File: src/rtl/mem_arbiter_pkg.sv
// mem_arbiter_pkg: shared encodings for the memory-port arbiter.
//   - HOLD_* : pipeline hold codes driven onto HOLD_FLAG_BUS [2:0]
//   - arb_state_t : arbiter FSM states
//   - gnt_t : grant codes produced by the priority encoder
//   - ZERO_WORD : all-zero data word
package mem_arbiter_pkg;

  typedef logic [2:0] hold_flag_t;

  localparam hold_flag_t HOLD_NONE = 3'b000;
  localparam hold_flag_t HOLD_PC   = 3'b001;
  localparam hold_flag_t HOLD_IF   = 3'b010;
  localparam hold_flag_t HOLD_ID   = 3'b011;

  typedef enum logic {
    ARB_IDLE,
    ARB_BUSY
  } arb_state_t;

  typedef enum logic [1:0] {
    GNT_NONE = 2'd0,
    GNT_M0   = 2'd1,
    GNT_M1   = 2'd2,
    GNT_M2   = 2'd3
  } gnt_t;

  localparam logic [31:0] ZERO_WORD = 32'h0000_0000;

endpackage

File: src/rtl/arb_prio_enc.sv
// arb_prio_enc: combinational fixed-priority encoder for three requesters.
//   Priority m2 > m0 > m1.
//   req_m0, req_m1, req_m2 : request lines
//   gnt                    : GNT_* code of the winner, GNT_NONE if no request
module arb_prio_enc
  import mem_arbiter_pkg::*;
(
  input  logic req_m0,
  input  logic req_m1,
  input  logic req_m2,
  output gnt_t gnt
);

  always_comb begin
    gnt = GNT_NONE;
    if (req_m2) begin
      gnt = GNT_M2;
    end else if (req_m0) begin
      gnt = GNT_M0;
    end else if (req_m1) begin
      gnt = GNT_M1;
    end
  end

endmodule

File: src/rtl/mem_arbiter.sv
// mem_arbiter: shares the single memory port between debug (m2), load/store
// (m0) and instruction fetch (m1). Fixed priority, grant locked until the
// slave acks or the per-transaction timeout expires.
//   clk, rst            : core clock, asynchronous active-low reset
//   m0_*                : execute-stage load/store master
//   m1_*                : fetch master (read-only)
//   m2_*                : debug master
//   s_*                 : memory slave port (s_ack_i is a one-cycle pulse)
//   hold_flag_o         : pipeline hold code
//   err_o               : one-cycle pulse when a transaction times out
module mem_arbiter
  import mem_arbiter_pkg::*;
#(
  parameter int unsigned ADDR_W  = 32,
  parameter int unsigned DATA_W  = 32,
  parameter int unsigned TIMEOUT = 15
) (
  input  logic              clk,
  input  logic              rst,

  input  logic              m0_req_i,
  input  logic              m0_we_i,
  input  logic [ADDR_W-1:0] m0_addr_i,
  input  logic [DATA_W-1:0] m0_wdata_i,
  output logic [DATA_W-1:0] m0_rdata_o,
  output logic              m0_ack_o,

  input  logic              m1_req_i,
  input  logic [ADDR_W-1:0] m1_addr_i,
  output logic [DATA_W-1:0] m1_rdata_o,
  output logic              m1_ack_o,

  input  logic              m2_req_i,
  input  logic              m2_we_i,
  input  logic [ADDR_W-1:0] m2_addr_i,
  input  logic [DATA_W-1:0] m2_wdata_i,
  output logic [DATA_W-1:0] m2_rdata_o,
  output logic              m2_ack_o,

  output logic              s_req_o,
  output logic              s_we_o,
  output logic [ADDR_W-1:0] s_addr_o,
  output logic [DATA_W-1:0] s_wdata_o,
  input  logic [DATA_W-1:0] s_rdata_i,
  input  logic              s_ack_i,

  output logic [2:0]        hold_flag_o,
  output logic              err_o
);

  localparam logic [7:0] TMO_LAST = 8'(TIMEOUT - 1);

  arb_state_t  state_q, state_d;
  gnt_t        gnt_q, gnt_d;
  gnt_t        gnt_win;
  logic [7:0]  cnt_q, cnt_d;
  logic        busy;
  logic        tmo;
  logic        done;
  logic        ack_any;
  logic [DATA_W-1:0] rdata_any;

  arb_prio_enc u_prio_enc (
    .req_m0 (m0_req_i),
    .req_m1 (m1_req_i),
    .req_m2 (m2_req_i),
    .gnt    (gnt_win)
  );

  assign busy = (state_q == ARB_BUSY);
  // A real ack in the same cycle suppresses the timeout.
  assign tmo  = busy && (cnt_q == TMO_LAST) && !s_ack_i;
  assign done = busy && (s_ack_i || tmo);

  // State register
  always_ff @(posedge clk or negedge rst) begin
    if (!rst) begin
      state_q <= ARB_IDLE;
      gnt_q   <= GNT_NONE;
      cnt_q   <= '0;
    end else begin
      state_q <= state_d;
      gnt_q   <= gnt_d;
      cnt_q   <= cnt_d;
    end
  end

  // Next-state logic
  always_comb begin
    state_d = state_q;
    gnt_d   = gnt_q;
    cnt_d   = cnt_q;
    unique case (state_q)
      ARB_IDLE: begin
        cnt_d = '0;
        if (gnt_win != GNT_NONE) begin
          state_d = ARB_BUSY;
          gnt_d   = gnt_win;
        end
      end
      ARB_BUSY: begin
        if (done) begin
          state_d = ARB_IDLE;
          gnt_d   = GNT_NONE;
          cnt_d   = '0;
        end else begin
          cnt_d = cnt_q + 8'd1;
        end
      end
      default: begin
        state_d = ARB_IDLE;
        gnt_d   = GNT_NONE;
        cnt_d   = '0;
      end
    endcase
  end

  // Output logic: slave routing, master responses, hold code
  always_comb begin
    s_req_o     = 1'b0;
    s_we_o      = 1'b0;
    s_addr_o    = '0;
    s_wdata_o   = '0;
    m0_ack_o    = 1'b0;
    m1_ack_o    = 1'b0;
    m2_ack_o    = 1'b0;
    m0_rdata_o  = '0;
    m1_rdata_o  = '0;
    m2_rdata_o  = '0;
    err_o       = tmo;
    hold_flag_o = HOLD_NONE;

    ack_any   = s_ack_i || tmo;
    rdata_any = tmo ? DATA_W'(ZERO_WORD) : s_rdata_i;

    if (busy) begin
      s_req_o = 1'b1;
      unique case (gnt_q)
        GNT_M0: begin
          s_we_o     = m0_we_i;
          s_addr_o   = m0_addr_i;
          s_wdata_o  = m0_wdata_i;
          m0_ack_o   = ack_any;
          m0_rdata_o = rdata_any;
        end
        GNT_M1: begin
          s_addr_o   = m1_addr_i;
          m1_ack_o   = ack_any;
          m1_rdata_o = rdata_any;
        end
        GNT_M2: begin
          s_we_o     = m2_we_i;
          s_addr_o   = m2_addr_i;
          s_wdata_o  = m2_wdata_i;
          m2_ack_o   = ack_any;
          m2_rdata_o = rdata_any;
        end
        default: ;
      endcase
    end

    // Hold code looks at raw requests so a stalled master freezes the
    // pipeline even before it is granted; forced quiet while in reset.
    if (!rst) begin
      hold_flag_o = HOLD_NONE;
    end else if ((busy && gnt_q == GNT_M2) || m2_req_i) begin
      hold_flag_o = HOLD_ID;
    end else if (m0_req_i && !m0_ack_o) begin
      hold_flag_o = HOLD_ID;
    end else if (m1_req_i && !m1_ack_o) begin
      hold_flag_o = HOLD_PC;
    end
  end

endmodule

File: config.mk
export PLATFORM = sky130hd
export DESIGN_NAME = mem_arbiter
export DESIGN_NICKNAME = d
export VERILOG_FILES = /design/src/rtl/mem_arbiter_pkg.sv /design/src/rtl/arb_prio_enc.sv /design/src/rtl/mem_arbiter.sv
export SDC_FILE = /design/constraint.sdc
export NUM_CORES = 1
export LEC_CHECK = 0
export BUFFER_PORTS_ARGS = -buffer_cell sky130_fd_sc_hd__clkbuf_2
export CAP_MARGIN = 20
export CORE_AREA = 3 3 144 146
export DETAILED_ROUTE_END_ITERATION = 10
export DIE_AREA = 0 0 147 149
export PLACE_DENSITY_LB_ADDON = 0.1
export SLEW_MARGIN = 40
export SYNTH_ARGS = -nofsm -noshare
export SYNTH_HDL_FRONTEND = slang
export SYNTH_SLANG_ARGS = --single-unit
File: constraint.sdc
create_clock -name clk -period 1.7 [get_ports clk]
set_input_delay 0.17 -clock clk [delete_from_list [all_inputs] [get_ports clk]]
set_output_delay 0.17 -clock clk [all_outputs]
set_load 0.005 [all_outputs]
==> results.json <==
{
  "outcome": "finished, violations left",
  "violations": "negative setup slack",
  "ys_warn_count": 0,
  "synth_edf_count": 0,
  "maxCapViolCount": 0,
  "holdPathStages": 2,
  "setup-tns-final_ns": -38.91,
  "io_pins": 369,
  "cts_buffers": 3,
  "worstPathRequired_ns": 1.53,
  "worstSkewPairLatency_ns": 0.24,
  "grtUsageTotal_pct": 12.2,
  "path_depth": 6,
  "viasPerCell": 4.11,
  "setup_ws_ns": -0.312,
  "drive_gt1_share_pct": 69.4,
  "timing.final.crit_period_ns": 2.01,
  "initial_core_util_pct": 12.5,
  "yosys_most_used_dff": "dfrtp_1",
  "ys_seq_area_share_pct": 11.3,
  "nNetsFinal": 932,
  "irDropWorstVdd_mv": 0.335,
  "rsz0062_at_grt": "yes",
  "yosysUniqueCellTypes": 36,
  "max_stage_delay_ns": 0.40,
  "worstPathCellList": "nor4_4 > nor3b_4 > nor3_2 > buf_12 > and2_1 > clkbuf_2",
  "cts_sinks": 11,
  "post-route-period-util_pct": 118,
  "cts_tree": "done",
  "crit_fanout": 32,
  "std_cell_rows": 51,
  "drc": 0,
  "root_buffer": "clkbuf_16",
  "fill_cells": 2138,
  "die_y_um": 149,
  "grt-ovfl-total": 0,
  "worstSetupPathType": "reg -> out",
  "place_area_um2": 4800,
  "grt_pass1_wl_um": 21900,
  "htreeDepth": 1,
  "io_buffers": 367,
  "synth_seq_cells": 11,
  "cp.arrival_ns": 1.84,
  "wl_um": 14900,
  "p_leak_nw": 3.06,
  "syn_inst": 335,
  "antenna_found_initial": 0,
  "via_count": 4087,
  "hold_violations": 0,
  "core_um2": 19500,
  "clk_pin_slew_ns": 0.04,
  "setup_viol": 167,
  "antenna_left": 0,
  "first_pass_iters": 6,
  "place_hpwl_um": 11800,
  "worstHoldPathType": "in -> reg",
  "clockBufferDepth": 2,
  "synthToLayoutAreaGrowth_pct": 131,
  "syn_area_per_cell_um2": 7.26,
  "antenna_cells": 0,
  "dieWidth_um": 147,
  "routabilityCongestion": 0.822,
  "wl_per_cell_um": 15.0,
  "async_flop_share_pct": 100,
  "cellPowerDensity_nw_per_um2": 505,
  "synth_nets": 537,
  "grt_pass1_vias": 4161,
  "drt-initial-drc-count": 92,
  "netlist_area_um2": 2430,
  "timing.fmax_mhz": 497,
  "final_max_slew_viol_count": 0,
  "grt_start_max_net_pins": 33,
  "final_area_um2": 5610,
  "worst_r2r_path_depth": 6,
  "worstSetupEndpointType": "output port",
  "start_kind": "flip-flop",
  "fp.dieArea_um2": 21900,
  "cp_top_family": "simple AND/OR/NAND/NOR gates",
  "path_buf_inv": 2,
  "ff_latch_area_um2": 278,
  "multi_input_area_um2": 2240,
  "finClkSkew_ns": 0.00197,
  "crit_slowest_cell": "dfrtp_1"
}
-- cell usage after synthesis, types with 2 or more instances --
cell type	number	share of area [%]
and2_1	96	25
nor2_1	52	8.0
a22o_1	33	12
a22oi_1	32	9.9
mux2_2	32	15
clkbuf_1	24	3.7
dfrtp_1	11	11
buf_2	10	2.1
xor2_1	5	1.8
nand2_1	4	0.62
inv_1	3	0.46
nand4_1	3	0.77
nor3_1	3	0.62
and3_1	2	0.51
ha_1	2	1.0
nand3_1	2	0.41
o21ai_0	2	0.41
-- cell usage in the layout (no fill, tap or decap), types with 3 or more instances in the layout --
| cell type | count |
|---|---|
| a22oi_1 | 5 |
| xor2_1 | 5 |
| and2_4 | 4 |
| nor2_4 | 3 |
| nor2_2 | 3 |
| buf_16 | 7 |
| buf_2 | 45 |
| clkbuf_16 | 4 |
| a22oi_2 | 27 |
| nand2_1 | 4 |
| nor2_1 | 46 |
| buf_8 | 3 |
| buf_4 | 24 |
| dfrtp_1 | 9 |
| clkbuf_2 | 317 |
| a22o_1 | 33 |
| nand4_1 | 3 |
| mux2_4 | 5 |
| mux2_2 | 27 |
| and2_1 | 92 |
| buf_12 | 12 |
| inv_1 | 3 |
| buf_6 | 15 |
-- power by group --
part | total [mW] | switching, mW | internal (mW)
logic | 2.11 | 0.922 | 1.19
registers | 0.292 | 0.0146 | 0.278
clock network | 0.434 | 0.119 | 0.315
total | 2.84 | 1.06 | 1.78
-- sequential cells by signal, indices dropped and copies added (netlist names) --
name / cells
gnt_q: 2
cnt_q: 8
busy: 1
-- area by class of cell --
type / instances / share of cell area [%]
repair buffers: 425 / 47.7
multi-input cells: 286 / 39.9
well taps: 265 / 5.91
flip-flops and latches: 11 / 4.95
clock buffers: 4 / 1.40
inverters: 3 / 0.201
-- through the flow --
stage / total power [mW] / utilization (%) / setup WS (ns) / cells / hold WS [ns]
6_report: 2.84 / 28.7 / -0.312 / 994 / 0.242
5_1_grt: 3.06 / 28.7 / -0.466 / 994 / 0.257
4_1_cts: 2.74 / 27.4 / -0.344 / 986 / 0.238
3_5_place_dp: 1.96 / 24.6 / -0.122 / 964 / 0.0326
3_3_place_gp: 1.96 / 24.6 / -0.178 / 964 / 0.0341
2_1_floorplan: 1.06 / - / 0.0483 / 335 / -0.126
-- logic make-up after synthesis --
family          share of synthesized area [%]
compound gates                           25.2
xor+xnor                                 2.16
fa+ha+maj                                1.03
buf+inv                                  6.54
flops                                    11.3
mux                                      14.8
other cells                             0.154
simple gates                             38.8
-- worst paths after layout --
path	startpoint	to	slack (ns)
worst max register to register	cnt_q[4]	gnt_q[0]	0.04
worst min register to register	cnt_q[0]	cnt_q[0]	0.54
worst min-delay path	m0_req_i	gnt_q[1]	0.24
worst max-delay path	cnt_q[4]	m1_rdata_o[12]	-0.31
min in group asynchronous	rst	cnt_q[4]	0.32
max in group asynchronous	rst	busy	1.00
-- routing by layer --
metal	part of all wire (%)	track usage [%]
met3	9.7	2.98
met5	0	0
met1	37	13.8
met2	51	23.2
met4	1.8	2.38
-- what timing repair did --
action | in CTS | in global routing
hold buffers | 1 | 0
gates resized for setup | 35 | 103
setup buffers | 8 | 10
pin swaps | 14 | 46
endpoints found under the setup margin | 167 | 167
cloned | 9 | 1
endpoints found under the hold margin | 4 | 0
Power figures use the tool's default switching activity.
